`src/rtl/display_scan_driver.sv`:
```
`timescale 1ns/1ps
// Multiplexed seven-segment scan driver: latches packed hex digits, decodes to active-low
// segments and scans DIGITS common-anode digits. Optional macro GHOST_BLANK_EN adds a dark lead-in per slot.
module display_scan_driver #(
  parameter int DIGITS       = 4,
  parameter int SCAN_DIV     = 50000,
  parameter int BLANK_CYCLES = 4
) (
  input  logic                  clk,
  input  logic                  rst_n,
  input  logic                  enable,
  input  logic                  load,
  input  logic [4*DIGITS-1:0]   digits_in,
  input  logic [DIGITS-1:0]     digit_en,
  input  logic                  blank_lz,
  output logic [6:0]            seg_n,
  output logic [DIGITS-1:0]     an_n,
  output logic                  frame_done
);

  localparam int CW = (SCAN_DIV > 1) ? $clog2(SCAN_DIV) : 1;
  localparam int IW = (DIGITS > 1) ? $clog2(DIGITS) : 1;
  localparam logic [CW-1:0] CNT_LAST = CW'(SCAN_DIV - 1);
  localparam logic [IW-1:0] IDX_LAST = IW'(DIGITS - 1);

  // Elaboration-time guard on the legal parameter ranges.
  if (DIGITS < 1 || DIGITS > 8) begin : g_bad_digits
    $error("display_scan_driver: DIGITS must be 1..8");
  end
  if (SCAN_DIV < 2) begin : g_bad_scan_div
    $error("display_scan_driver: SCAN_DIV must be >= 2");
  end
  if (BLANK_CYCLES < 1 || BLANK_CYCLES > SCAN_DIV - 1) begin : g_bad_blank
    $error("display_scan_driver: BLANK_CYCLES must be 1..SCAN_DIV-1");
  end

  function automatic logic [6:0] hex_to_seg_n(input logic [3:0] nib);
    logic [6:0] seg;
    case (nib)
      4'h0: seg = 7'h40;
      4'h1: seg = 7'h79;
      4'h2: seg = 7'h24;
      4'h3: seg = 7'h30;
      4'h4: seg = 7'h19;
      4'h5: seg = 7'h12;
      4'h6: seg = 7'h02;
      4'h7: seg = 7'h78;
      4'h8: seg = 7'h00;
      4'h9: seg = 7'h10;
      4'hA: seg = 7'h08;
      4'hB: seg = 7'h03;
      4'hC: seg = 7'h46;
      4'hD: seg = 7'h21;
      4'hE: seg = 7'h06;
      default: seg = 7'h0E;
    endcase
    return seg;
  endfunction

  logic [CW-1:0]         r_cnt;
  logic [IW-1:0]         r_idx;
  logic [4*DIGITS-1:0]   r_shadow;
  logic [4*DIGITS-1:0]   r_pending;
  logic                  r_pending_valid;
  logic [6:0]            r_seg_n;
  logic [DIGITS-1:0]     r_an_n;
  logic                  r_frame_done;

  logic                  w_tc;
  logic                  w_idx_last;
  logic                  w_wrap;
  logic [DIGITS-1:0]     w_lz_blank;
  logic                  w_zero_run;
  logic [3:0]            w_nibble;
  logic                  w_slot_en;
  logic                  w_slot_lz;
  logic [DIGITS-1:0]     w_sel;
  logic                  w_ghost;
  logic                  w_blank;
  logic [6:0]            w_seg_next;
  logic [DIGITS-1:0]     w_an_next;

  assign w_tc       = (r_cnt == CNT_LAST);
  assign w_idx_last = (r_idx == IDX_LAST);
  assign w_wrap     = enable && w_tc && w_idx_last;

  // A digit above 0 is a leading zero when it and every digit above it are zero.
  // NOTE: every signal written in always_comb gets a default first so no latch is inferred.
  always_comb begin
    w_lz_blank = '0;
    w_zero_run = 1'b1;
    for (int i = DIGITS - 1; i >= 1; i--) begin
      w_zero_run    = w_zero_run && (r_shadow[4*i +: 4] == 4'h0);
      w_lz_blank[i] = w_zero_run;
    end
  end

  always_comb begin
    w_nibble  = 4'h0;
    w_slot_en = 1'b0;
    w_slot_lz = 1'b0;
    w_sel     = '0;
    for (int i = 0; i < DIGITS; i++) begin
      if (r_idx == IW'(i)) begin
        w_nibble  = r_shadow[4*i +: 4];
        w_slot_en = digit_en[i];
        w_slot_lz = w_lz_blank[i];
        w_sel[i]  = 1'b1;
      end
    end
  end

`ifdef GHOST_BLANK_EN
  // Dark lead-in at the start of every slot lets the previous anode turn off cleanly.
  assign w_ghost = (r_cnt < CW'(BLANK_CYCLES));
`else
  assign w_ghost = 1'b0;
`endif

  assign w_blank = !w_slot_en || (blank_lz && w_slot_lz) || w_ghost;

  always_comb begin
    w_seg_next = 7'h7F;
    w_an_next  = '1;
    if (enable && !w_blank) begin
      w_seg_next = hex_to_seg_n(w_nibble);
      w_an_next  = ~w_sel;
    end
  end

  // Scan position: disabled holds at slot 0 / count 0 so re-enable starts a clean frame.
  // NOTE: sequential state uses non-blocking assignments so every register sees pre-edge values.
  always_ff @(posedge clk or negedge rst_n) begin
    if (!rst_n) begin
      r_cnt <= '0;
      r_idx <= '0;
    end else if (!enable) begin
      r_cnt <= '0;
      r_idx <= '0;
    end else if (w_tc) begin
      r_cnt <= '0;
      r_idx <= w_idx_last ? '0 : r_idx + 1'b1;
    end else begin
      r_cnt <= r_cnt + 1'b1;
    end
  end

  // Display data: loads park in pending and reach shadow only at frame boundaries,
  // except a load on the wrap cycle which goes straight through.
  always_ff @(posedge clk or negedge rst_n) begin
    if (!rst_n) begin
      r_shadow        <= '0;
      r_pending       <= '0;
      r_pending_valid <= 1'b0;
    end else if (!enable) begin
      if (r_pending_valid) begin
        r_shadow <= r_pending;
      end
      if (load) begin
        r_pending       <= digits_in;
        r_pending_valid <= 1'b1;
      end else begin
        r_pending_valid <= 1'b0;
      end
    end else if (w_wrap) begin
      if (load) begin
        r_shadow        <= digits_in;
        r_pending_valid <= 1'b0;
      end else if (r_pending_valid) begin
        r_shadow        <= r_pending;
        r_pending_valid <= 1'b0;
      end
    end else if (load) begin
      r_pending       <= digits_in;
      r_pending_valid <= 1'b1;
    end
  end

  always_ff @(posedge clk or negedge rst_n) begin
    if (!rst_n) begin
      r_seg_n      <= 7'h7F;
      r_an_n       <= '1;
      r_frame_done <= 1'b0;
    end else begin
      r_seg_n      <= w_seg_next;
      r_an_n       <= w_an_next;
      r_frame_done <= w_wrap;
    end
  end

  assign seg_n      = r_seg_n;
  assign an_n       = r_an_n;
  assign frame_done = r_frame_done;

endmodule

```
`config.mk`:
```
export PLATFORM = sky130hd
export DESIGN_NAME = display_scan_driver
export DESIGN_NICKNAME = d
export VERILOG_FILES = /design/src/rtl/display_scan_driver.sv
export SDC_FILE = /design/constraint.sdc
export NUM_CORES = 1
export LEC_CHECK = 0
export BUFFER_PORTS_ARGS = -buffer_cell sky130_fd_sc_hd__buf_2
export CORE_MARGIN = 5
export CORE_UTILIZATION = 55
export DETAILED_ROUTE_END_ITERATION = 8
export PLACE_DENSITY = 0.75
export RECOVER_POWER = 100
export SETUP_SLACK_MARGIN = 0.05
export SKIP_CTS_REPAIR_TIMING = 1
export SLEW_MARGIN = 20
export SYNTH_ARGS = -nofsm -noshare
export SYNTH_HDL_FRONTEND = slang
export SYNTH_SLANG_ARGS = --single-unit
```
`constraint.sdc`:
```
create_clock -name clk -period 6.2 [get_ports clk]
set_input_delay 1.24 -clock clk [delete_from_list [all_inputs] [get_ports clk]]
set_output_delay 1.24 -clock clk [all_outputs]
set_load 0.03 [all_outputs]
```
==> out/results.txt, run 1 <==
Final cell count without fillers -> 465
Worst hold slack -> 0.484 ns
Total track usage -> 18.5%
Initial antenna violation count -> 0
Clock Sinks -> 63
Worst EP required -> 6.42 ns
Worst path slowest cell -> nand2_1
Flops & latches, synth -> 63
Nets -> 420
Async S/R FF share, synth -> 100%
Peak VDD IR -> 0.178 mV
Io pins -> 37
Max stage delay on crit path -> 0.78 ns
TritonCTS buffer count -> 9
Synth area leader -> dfrtp_1
Setup TNS Final -> 0 ns
R2r setup slk -> 3.32 ns
DRT Wirelength -> 7100 um
WP data arrival -> 3.60 ns
Final GP Congestion -> 0.815
Syn_nets -> 389
RSZ-0062 raised after global routing -> no
Area growth syn-to-layout -> 8.67%
Largest net degree at the start of global routing -> 64
Dpl cells -> 450
Yosys top cell area share -> 37.1%
Fin. max-slew vios -> 0
Transition time of the tightest slew-check pin -> 1.43 ns
Switching share of power -> 28.4%
Post-DP HPWL -> 4790 um
Ant diodes -> 0
Critical Path Source Type -> input pin
Die Footprint -> 0.00807 sq mm
Global-route congestion overflow total -> 0
Worst path top cell family by delay -> simple AND/OR/NAND/NOR gates
Final Skew -> 0.00875 ns
Max-cap violations -> 0
Post-Syn Instances -> 353
CTS H-Tree Depth -> 3
Die W -> 89.8 um
Post-route ant nets -> 0
Starting Density -> 55.9%
# DRC -> 0
Core ar. -> 0.00628 sq mm
Synth Flop Type -> dfrtp_1
Crit path buf inv count -> 1
Wirelength per Cell -> 15.3 um
FMAX -> 295 MHz
Mapped cell area -> 0.00351 sq mm
Int Pwr -> 708 uW
# setup viols final -> 0
Yosys warning total -> 0
Worst-skew pair later-pin latency -> 0.33 ns
Setup CP Type -> input pin to flop
Top post-synthesis cells by area -> dfrtp_1 (37%), dfstp_2 (8.2%), nor2_1 (4.6%)
Status -> complete, no violations
Hold Crit Class -> flop to flop
Top fanout value on the critical path -> 32
Total Power -> 989 uW
Fin. Hold Viols -> 0
Seq/Total Area, Yosys -> 45.4%
Part of the power in registers -> 49.1%
Final period util -> 54.6%
Vias in the first global route -> 2585
Max transition margin -> 4.64%
# rows -> 29
Vias per cell -> 5.79
Critical path, cell by cell -> clkbuf_1 > nand2_1 > o21ai_0 > nor2_1 > o221a_2
Via Count -> 2694
Share of layout cells above drive strength 1 -> 22.9%
Root Buffer -> clkbuf_8
Clk pwr share -> 34.1%
Clock Pin Slew Worst Setup and Hold Paths -> 0.06 ns
P_sw -> 281 uW
Global-route wire length before repair -> 12400 um
Synth cell types -> 53
Die Ht -> 89.8 um
Leakage -> 1.55 nW
PD cells -> 260 mW/mm^2
DRT iter0 DRCs -> 136
Most common cell after layout, fill and taps aside -> dfrtp_1
Number of I/O port buffers -> 36
Max Root-Sink Buffers -> 2
Most frequent cells in the layout -> dfrtp_1 (52), nor2_1 (43), a21oi_1 (28)
Critical Path Sink Type -> flop
CTS tree -> yes
Avg Cell Area, Syn -> 9.93 sq um
First-pass detailed-route iteration total -> 4
Final worst path period need -> 3.39 ns
Post-synth EDFFs -> 0
Combinational power share -> 16.9%
==> kinds of logic after synthesis <==
logic type / after synthesis / share of synthesized area, %
simple gates: 139 / 21.5
mux: 16 / 6.21
xor+xnor: 14 / 3.50
flops: 63 / 45.4
fa+ha+maj: 11 / 3.93
buf+inv: 31 / 4.50
compound gates: 79 / 15.0
==> layer usage <==
metal  wire [um]  GRT usage [%]
met3         382           4.67
met1        3330           25.7
met5           0              0
met2        3300           28.0
met4          84           6.42
==> metrics by stage <==
stage / setup WS, ns / util, % / instance area [sq um]
CTS: 3.36 / 61.7 / 3870
finish: 2.81 / 60.7 / 3810
floorplan: 3.79 / - / 3510
global route: 2.57 / 60.7 / 3810
detailed placement: 3.00 / 58.8 / 3690
global placement: 3.11 / 58.8 / 3690
==> cells in the mapped netlist, types with 4 or more instances <==
cell	instances
clkbuf_1	9
buf_2	5
nor2_1	43
o221a_2	8
xnor2_1	10
inv_1	12
o21ai_0	19
ha_1	11
nor4_1	4
mux2_2	6
o21a_1	8
or2_2	9
nand3b_1	18
nand3_1	13
dfrtp_1	52
nand2_1	24
nor3_1	4
mux2_4	10
dfstp_2	11
a21oi_1	28
xor2_1	4
==> final timing paths <==
path                                              to                from  cells after the start
max in group asynchronous   r_shadow[10]$_DFFE_PN0P_               rst_n                      2
min                               r_cnt[0]$_DFF_PN0_  r_cnt[0]$_DFF_PN0_                      1
min reg2reg                       r_cnt[0]$_DFF_PN0_  r_cnt[0]$_DFF_PN0_                      1
min in group asynchronous   r_shadow[12]$_DFFE_PN0P_               rst_n                      2
max reg2reg                r_pending[10]$_DFFE_PN0P_  r_cnt[0]$_DFF_PN0_                      6
max                          r_shadow[2]$_DFFE_PN0P_              enable                      5
==> power by group through the flow <==
stage                     clock network (mW)  registers [mW]  logic (mW)
after detailed placement                   0           0.491       0.173
after floorplan                            0           0.490       0.124
after global placement                     0           0.490       0.169
after CTS                              0.346           0.484       0.174
after global routing                   0.366           0.490       0.189
final                                  0.337           0.485       0.167
==> sequential cells by signal, indices dropped and copies added, names as in the netlist <==
| name | flops |
|---|---|
| an_n | 4 |
| frame_done | 1 |
| r_cnt | 16 |
| r_idx | 2 |
| r_pending | 16 |
| r_pending_valid | 1 |
| r_shadow | 16 |
| seg_n | 7 |
==> worst register-to-register path: stages, from the launching register on <==
cell and delay [ns]:
dfrtp_1 0.40, ha_1 0.24, and3_1 0.19, and4_4 0.20, and3_1 0.20, nor2b_1 1.08
mux2_2 0.44
==> cell type report <==
class	count	area, sq um
clock buffer	11	131
sequential	63	1590
clock inverter	4	47.5
fill	555	2470
timing repair buffer	39	183
tap	77	96.3
multi-input combinational	259	1720
inverter	12	45.0
Note: power is estimated with default switching activity, not from simulation.
==> inputs of run 2 (changes only) <==
clock period = 3.3 ns   (was 6.2 ns; I/O delays follow)
==> out/results.txt, run 2 (same netlist as run 1, synthesis figures left out) <==
Status -> finished, violations left
Failing checks -> capacitance limit, slew limit
Transition time of the tightest slew-check pin -> 1.65 ns (+0.224 ns)
Max transition margin -> -10.1% (-15 points)
Clock Pin Slew Worst Setup and Hold Paths -> 0.07 ns (about the same)
# setup viols final -> 0 (unchanged)
First-pass detailed-route iteration total -> 4 (unchanged)
Final GP Congestion -> 0.921 (+13%)
Io pins -> 37 (unchanged)
CTS tree -> yes
PD cells -> 493 mW/mm^2 (+90%)
Post-route ant nets -> 0 (unchanged)
TritonCTS buffer count -> 9 (unchanged)
Final Skew -> 0.0141 ns (+0.00533 ns)
Fin. max-slew vios -> 32 (+32)
Die W -> 89.8 um (unchanged)
Fin. Hold Viols -> 0 (unchanged)
DRT Wirelength -> 7200 um (+1.4%)
Nets -> 422 (+0.48%)
Starting Density -> 55.9% (unchanged)
Peak VDD IR -> 0.246 mV (+38%)
Die Ht -> 89.8 um (unchanged)
Die Footprint -> 0.00807 sq mm (unchanged)
Setup CP Type -> flop to flop
Max Root-Sink Buffers -> 2 (unchanged)
Critical Path Sink Type -> flop
Wirelength per Cell -> 15.4 um (+0.79%)
Share of layout cells above drive strength 1 -> 20.2% (-2.7 points)
Most common cell after layout, fill and taps aside -> dfrtp_1
RSZ-0062 raised after global routing -> no
Global-route congestion overflow total -> 0 (unchanged)
Number of I/O port buffers -> 36 (unchanged)
DRT iter0 DRCs -> 139 (+2.2%)
Largest net degree at the start of global routing -> 35 (-45%)
Leakage -> 1.56 nW (+0.84%)
WP data arrival -> 3.12 ns (-0.48 ns)
Worst-skew pair later-pin latency -> 0.34 ns (about the same)
Post-DP HPWL -> 4980 um (+4.1%)
Total Power -> 1.88 mW (+90%)
Area growth syn-to-layout -> 8.85%
Global-route wire length before repair -> 12600 um (+1.3%)
Clock Sinks -> 63 (unchanged)
# rows -> 29 (unchanged)
Worst EP required -> 3.57 ns (-2.85 ns)
Total track usage -> 18.7% (+0.17 points)
Ant diodes -> 0 (unchanged)
FMAX -> 351 MHz
Vias per cell -> 5.71 (-1.4%)
Root Buffer -> clkbuf_8
Critical Path Source Type -> flop
# DRC -> 0 (unchanged)
Core ar. -> 0.00628 sq mm (unchanged)
Max-cap violations -> 1 (+1)
Final period util -> 86.2%
Largest regs -> r_cnt x16, r_pending x16, r_shadow x16
Most frequent cells in the layout -> dfrtp_1 (52), nor2_1 (43), a21oi_1 (28)
Hold Crit Class -> flop to flop
Final worst path period need -> 2.85 ns
Vias in the first global route -> 2664 (+3.1%)
Top fanout value on the critical path -> 17 (-47%)
Setup TNS Final -> 0 ns (unchanged)
CTS H-Tree Depth -> 3 (unchanged)
Via Count -> 2674 (-0.74%)
Initial antenna violation count -> 0 (unchanged)
## run 2: per-stage QoR
stage	hold WS (ns)	worst slack, ns	instance area (sq um)	util, %	std cells
2_1_floorplan	0.364	0.891	3510	-	353
3_3_place_gp	0.472	0.704	3720	59.3	452
3_5_place_dp	0.472	0.566	3720	59.3	452
4_1_cts	0.399	0.565	3910	62.3	468
5_1_grt	0.506	0.206	3820	60.8	468
6_report	0.478	0.455	3820	60.8	468
## run 2: final cells by class
type,instances,area [sq um]
clock buffers,12,145
clock inverters,4,45.0
fillers,559,2460
inverters,12,45.0
multi-input cells,259,1700
flip-flops and latches,63,1590
well taps,77,96.3
repair buffers,41,191
## run 2: final timing paths
check | startpoint | slack, ns | endpoint | cells past startpoint
worst max-delay path | r_cnt[0]$_DFF_PN0_ | 0.45 | r_shadow[11]$_DFFE_PN0P_ | 6
worst min-delay path | r_cnt[0]$_DFF_PN0_ | 0.48 | r_cnt[0]$_DFF_PN0_ | 1
worst max register to register | r_cnt[0]$_DFF_PN0_ | 0.45 | r_shadow[11]$_DFFE_PN0P_ | 6
worst min register to register | r_cnt[0]$_DFF_PN0_ | 0.48 | r_cnt[0]$_DFF_PN0_ | 1
max in group asynchronous | rst_n | 0.99 | r_pending[15]$_DFFE_PN0P_ | 2
min in group asynchronous | rst_n | 0.74 | r_cnt[8]$_DFF_PN0_ | 1
## run 2: where the power goes
part           switching [mW]  internal (mW)
combinational           0.175          0.138
sequential             0.0611          0.847
clock                   0.294          0.366
## run 2: metal layers
| metal | GRT usage [%] | wire, um | vias up |
|---|---|---|---|
| met5 | 0 | 0 | - |
| met3 | 3.34 | 358 | 11 |
| met4 | 8.44 | 121 | 0 |
| li1 | - | - | 1317 |
| met2 | 27.1 | 3250 | 68 |
| met1 | 27.0 | 3480 | 1278 |
## run 2: worst max-delay path, stage by stage, from the launching register on
cell and delay (ns):
dfrtp_1 0.38, ha_1 0.21, and3_1 0.22, and4_1 0.27
and2_0 0.75, o22a_1 0.67, o221a_2 0.29
==> inputs of run 3 (changes only) <==
RECOVER_POWER = 25   (was 100)
==> out/results.txt, run 3 (same netlist as run 1, synthesis figures left out) <==
Status -> finished, violations left
Failing checks -> capacitance limit, slew limit
Hold Crit Class -> flop to flop
Post-route ant nets -> 0 (unchanged)
# DRC -> 0 (unchanged)
Worst hold slack -> 0.477 ns (-0.000664 ns)
Worst path slowest cell -> a221oi_1
Area growth syn-to-layout -> 11.1%
CTS H-Tree Depth -> 3 (unchanged)
DRT iter0 DRCs -> 139 (unchanged)
TritonCTS buffer count -> 9 (unchanged)
Max stage delay on crit path -> 0.70 ns (-0.05 ns)
Vias per cell -> 5.74 (+0.49%)
Post-DP HPWL -> 4980 um (unchanged)
Dpl cells -> 452 (unchanged)
Largest net degree at the start of global routing -> 35 (unchanged)
Place WS -> 0.566 ns (unchanged)
Nets -> 422 (unchanged)
Die Footprint -> 0.00807 sq mm (unchanged)
CTS tree -> yes
Leakage -> 1.63 nW (+4.4%)
PD cells -> 487 mW/mm^2 (-1.1%)
Reg-to-Reg End -> seg_n[3]$_DFF_PN1_
Max Root-Sink Buffers -> 2 (unchanged)
Io pins -> 37 (unchanged)
Die Ht -> 89.8 um (unchanged)
Worst EP required -> 3.56 ns (about the same)
Worst-skew pair later-pin latency -> 0.34 ns (about the same)
FMAX -> 360 MHz (+2.5%)
WP data arrival -> 3.04 ns (-0.08 ns)
Die W -> 89.8 um (unchanged)
Via Count -> 2687 (+0.49%)
Largest regs -> r_cnt x16, r_pending x16, r_shadow x16
Vias in the first global route -> 2664 (unchanged)
# rows -> 29 (unchanged)
Peak VDD IR -> 0.248 mV (+0.74%)
Final period util -> 84.1% (-2.1 points)
Min-Delay Path Depth -> 1 (unchanged)
Fillers -> 526 (-5.9%)
Wirelength per Cell -> 15.4 um (+0.12%)
Total track usage -> 18.7% (unchanged)
Worst setup startpoint -> r_idx[0]$_DFFE_PN0P_
R2r setup slk -> 0.52 ns (+0.07 ns)
Critical path, cell by cell -> ha_1 > nor2_1 > a221oi_1 > inv_1 > ha_1 > nor2_1 > a211oi_1 > o21ai_0
Share of layout cells above drive strength 1 -> 27.4% (+7.2 points)
Starting Density -> 55.9% (unchanged)
Worst Setup Slack, final -> 0.524 ns (+0.0692 ns)
Total Power -> 1.90 mW (+0.93%)
Global-route wire length before repair -> 12600 um (unchanged)
Area after DPL -> 0.00372 sq mm (unchanged)
Worst Hold Launch -> r_cnt[0]$_DFF_PN0_
Transition time of the tightest slew-check pin -> 1.64 ns (-0.0144 ns)
Ant diodes -> 0 (unchanged)
Critical Path Sink Type -> flop
Most frequent cells in the layout -> dfrtp_1 (52), nor2_1 (43), buf_2 (35)
R2R cell count -> 8 (+2)
RSZ-0062 raised after global routing -> no
Setup TNS Final -> 0 ns (unchanged)
Core ar. -> 0.00628 sq mm (unchanged)
# setup viols final -> 0 (unchanged)
Min-Delay Endpoint -> r_cnt[0]$_DFF_PN0_
Fin. max-slew vios -> 32 (unchanged)
Reg2Reg Launch Point -> r_idx[0]$_DFFE_PN0P_
DRT Wirelength -> 7210 um (+0.13%)
Clock Pin Slew Worst Setup and Hold Paths -> 0.07 ns (about the same)
Final cell count without fillers -> 468 (unchanged)
Final worst path period need -> 2.78 ns (-0.0692 ns)
Final GP Congestion -> 0.921 (unchanged)
Top fanout value on the critical path -> 16 (-1)
Max transition margin -> -9.12% (+0.96 points)
Global-route congestion overflow total -> 0 (unchanged)
First-pass detailed-route iteration total -> 4 (unchanged)
Root Buffer -> clkbuf_8
Number of I/O port buffers -> 36 (unchanged)
Final Skew -> 0.0155 ns (+0.00141 ns)
Max-cap violations -> 1 (unchanged)
Register Area -> 0.00159 sq mm (unchanged)
Initial antenna violation count -> 0 (unchanged)
Setup CP Type -> flop to flop
Finished layout cell area -> 0.00389 sq mm (+2.1%)
Final core utilization -> 62.0% (+1.3 points)
Multi-input gate area -> 0.00176 sq mm (+3.3%)
Fin. Hold Viols -> 0 (unchanged)
Most common cell after layout, fill and taps aside -> dfrtp_1
Clock Sinks -> 63 (unchanged)
Critical Path Source Type -> flop
run 3: worst max path at each step:
stage | endpoint | slack, ns | depth (start not counted)
floorplan | seg_n[3]$_DFF_PN1_ | 0.89 | 10
global placement | seg_n[3]$_DFF_PN1_ | 0.70 | 9
detailed placement | seg_n[3]$_DFF_PN1_ | 0.57 | 8
CTS | seg_n[3]$_DFF_PN1_ | 0.56 | 8
global route | seg_n[3]$_DFF_PN1_ | 0.27 | 8
finish | seg_n[3]$_DFF_PN1_ | 0.52 | 8
run 3: area by class of cell:
type                    instances  share of cell area [%]
well taps                      77                    2.47
clock inverters                 4                    1.16
flip-flops and latches         63                    40.8
inverters                      12                    1.16
repair buffers                 41                    5.49
multi-input cells             259                    45.2
clock buffers                  12                    3.73
run 3: worst max-delay path, delay by kind of cell (launching register included):
kind	cells	cell delay (ns)
compound gates	3	1.02
fa+ha+maj	2	0.83
buf+inv	1	0.22
flops	1	0.41
simple gates	2	0.24
run 3: report_power, final:
group | internal (mW) | switching (mW)
Clock | 0.366 | 0.294
Sequential | 0.847 | 0.0624
Combinational | 0.152 | 0.176
run 3: routing by layer:
metal	vias to the layer above	routed length, um	track usage [%]
li1	1319	-	-
met1	1282	3500	27.0
met2	73	3240	27.1
met3	13	335	3.34
met4	0	136	8.44
met5	-	0	0
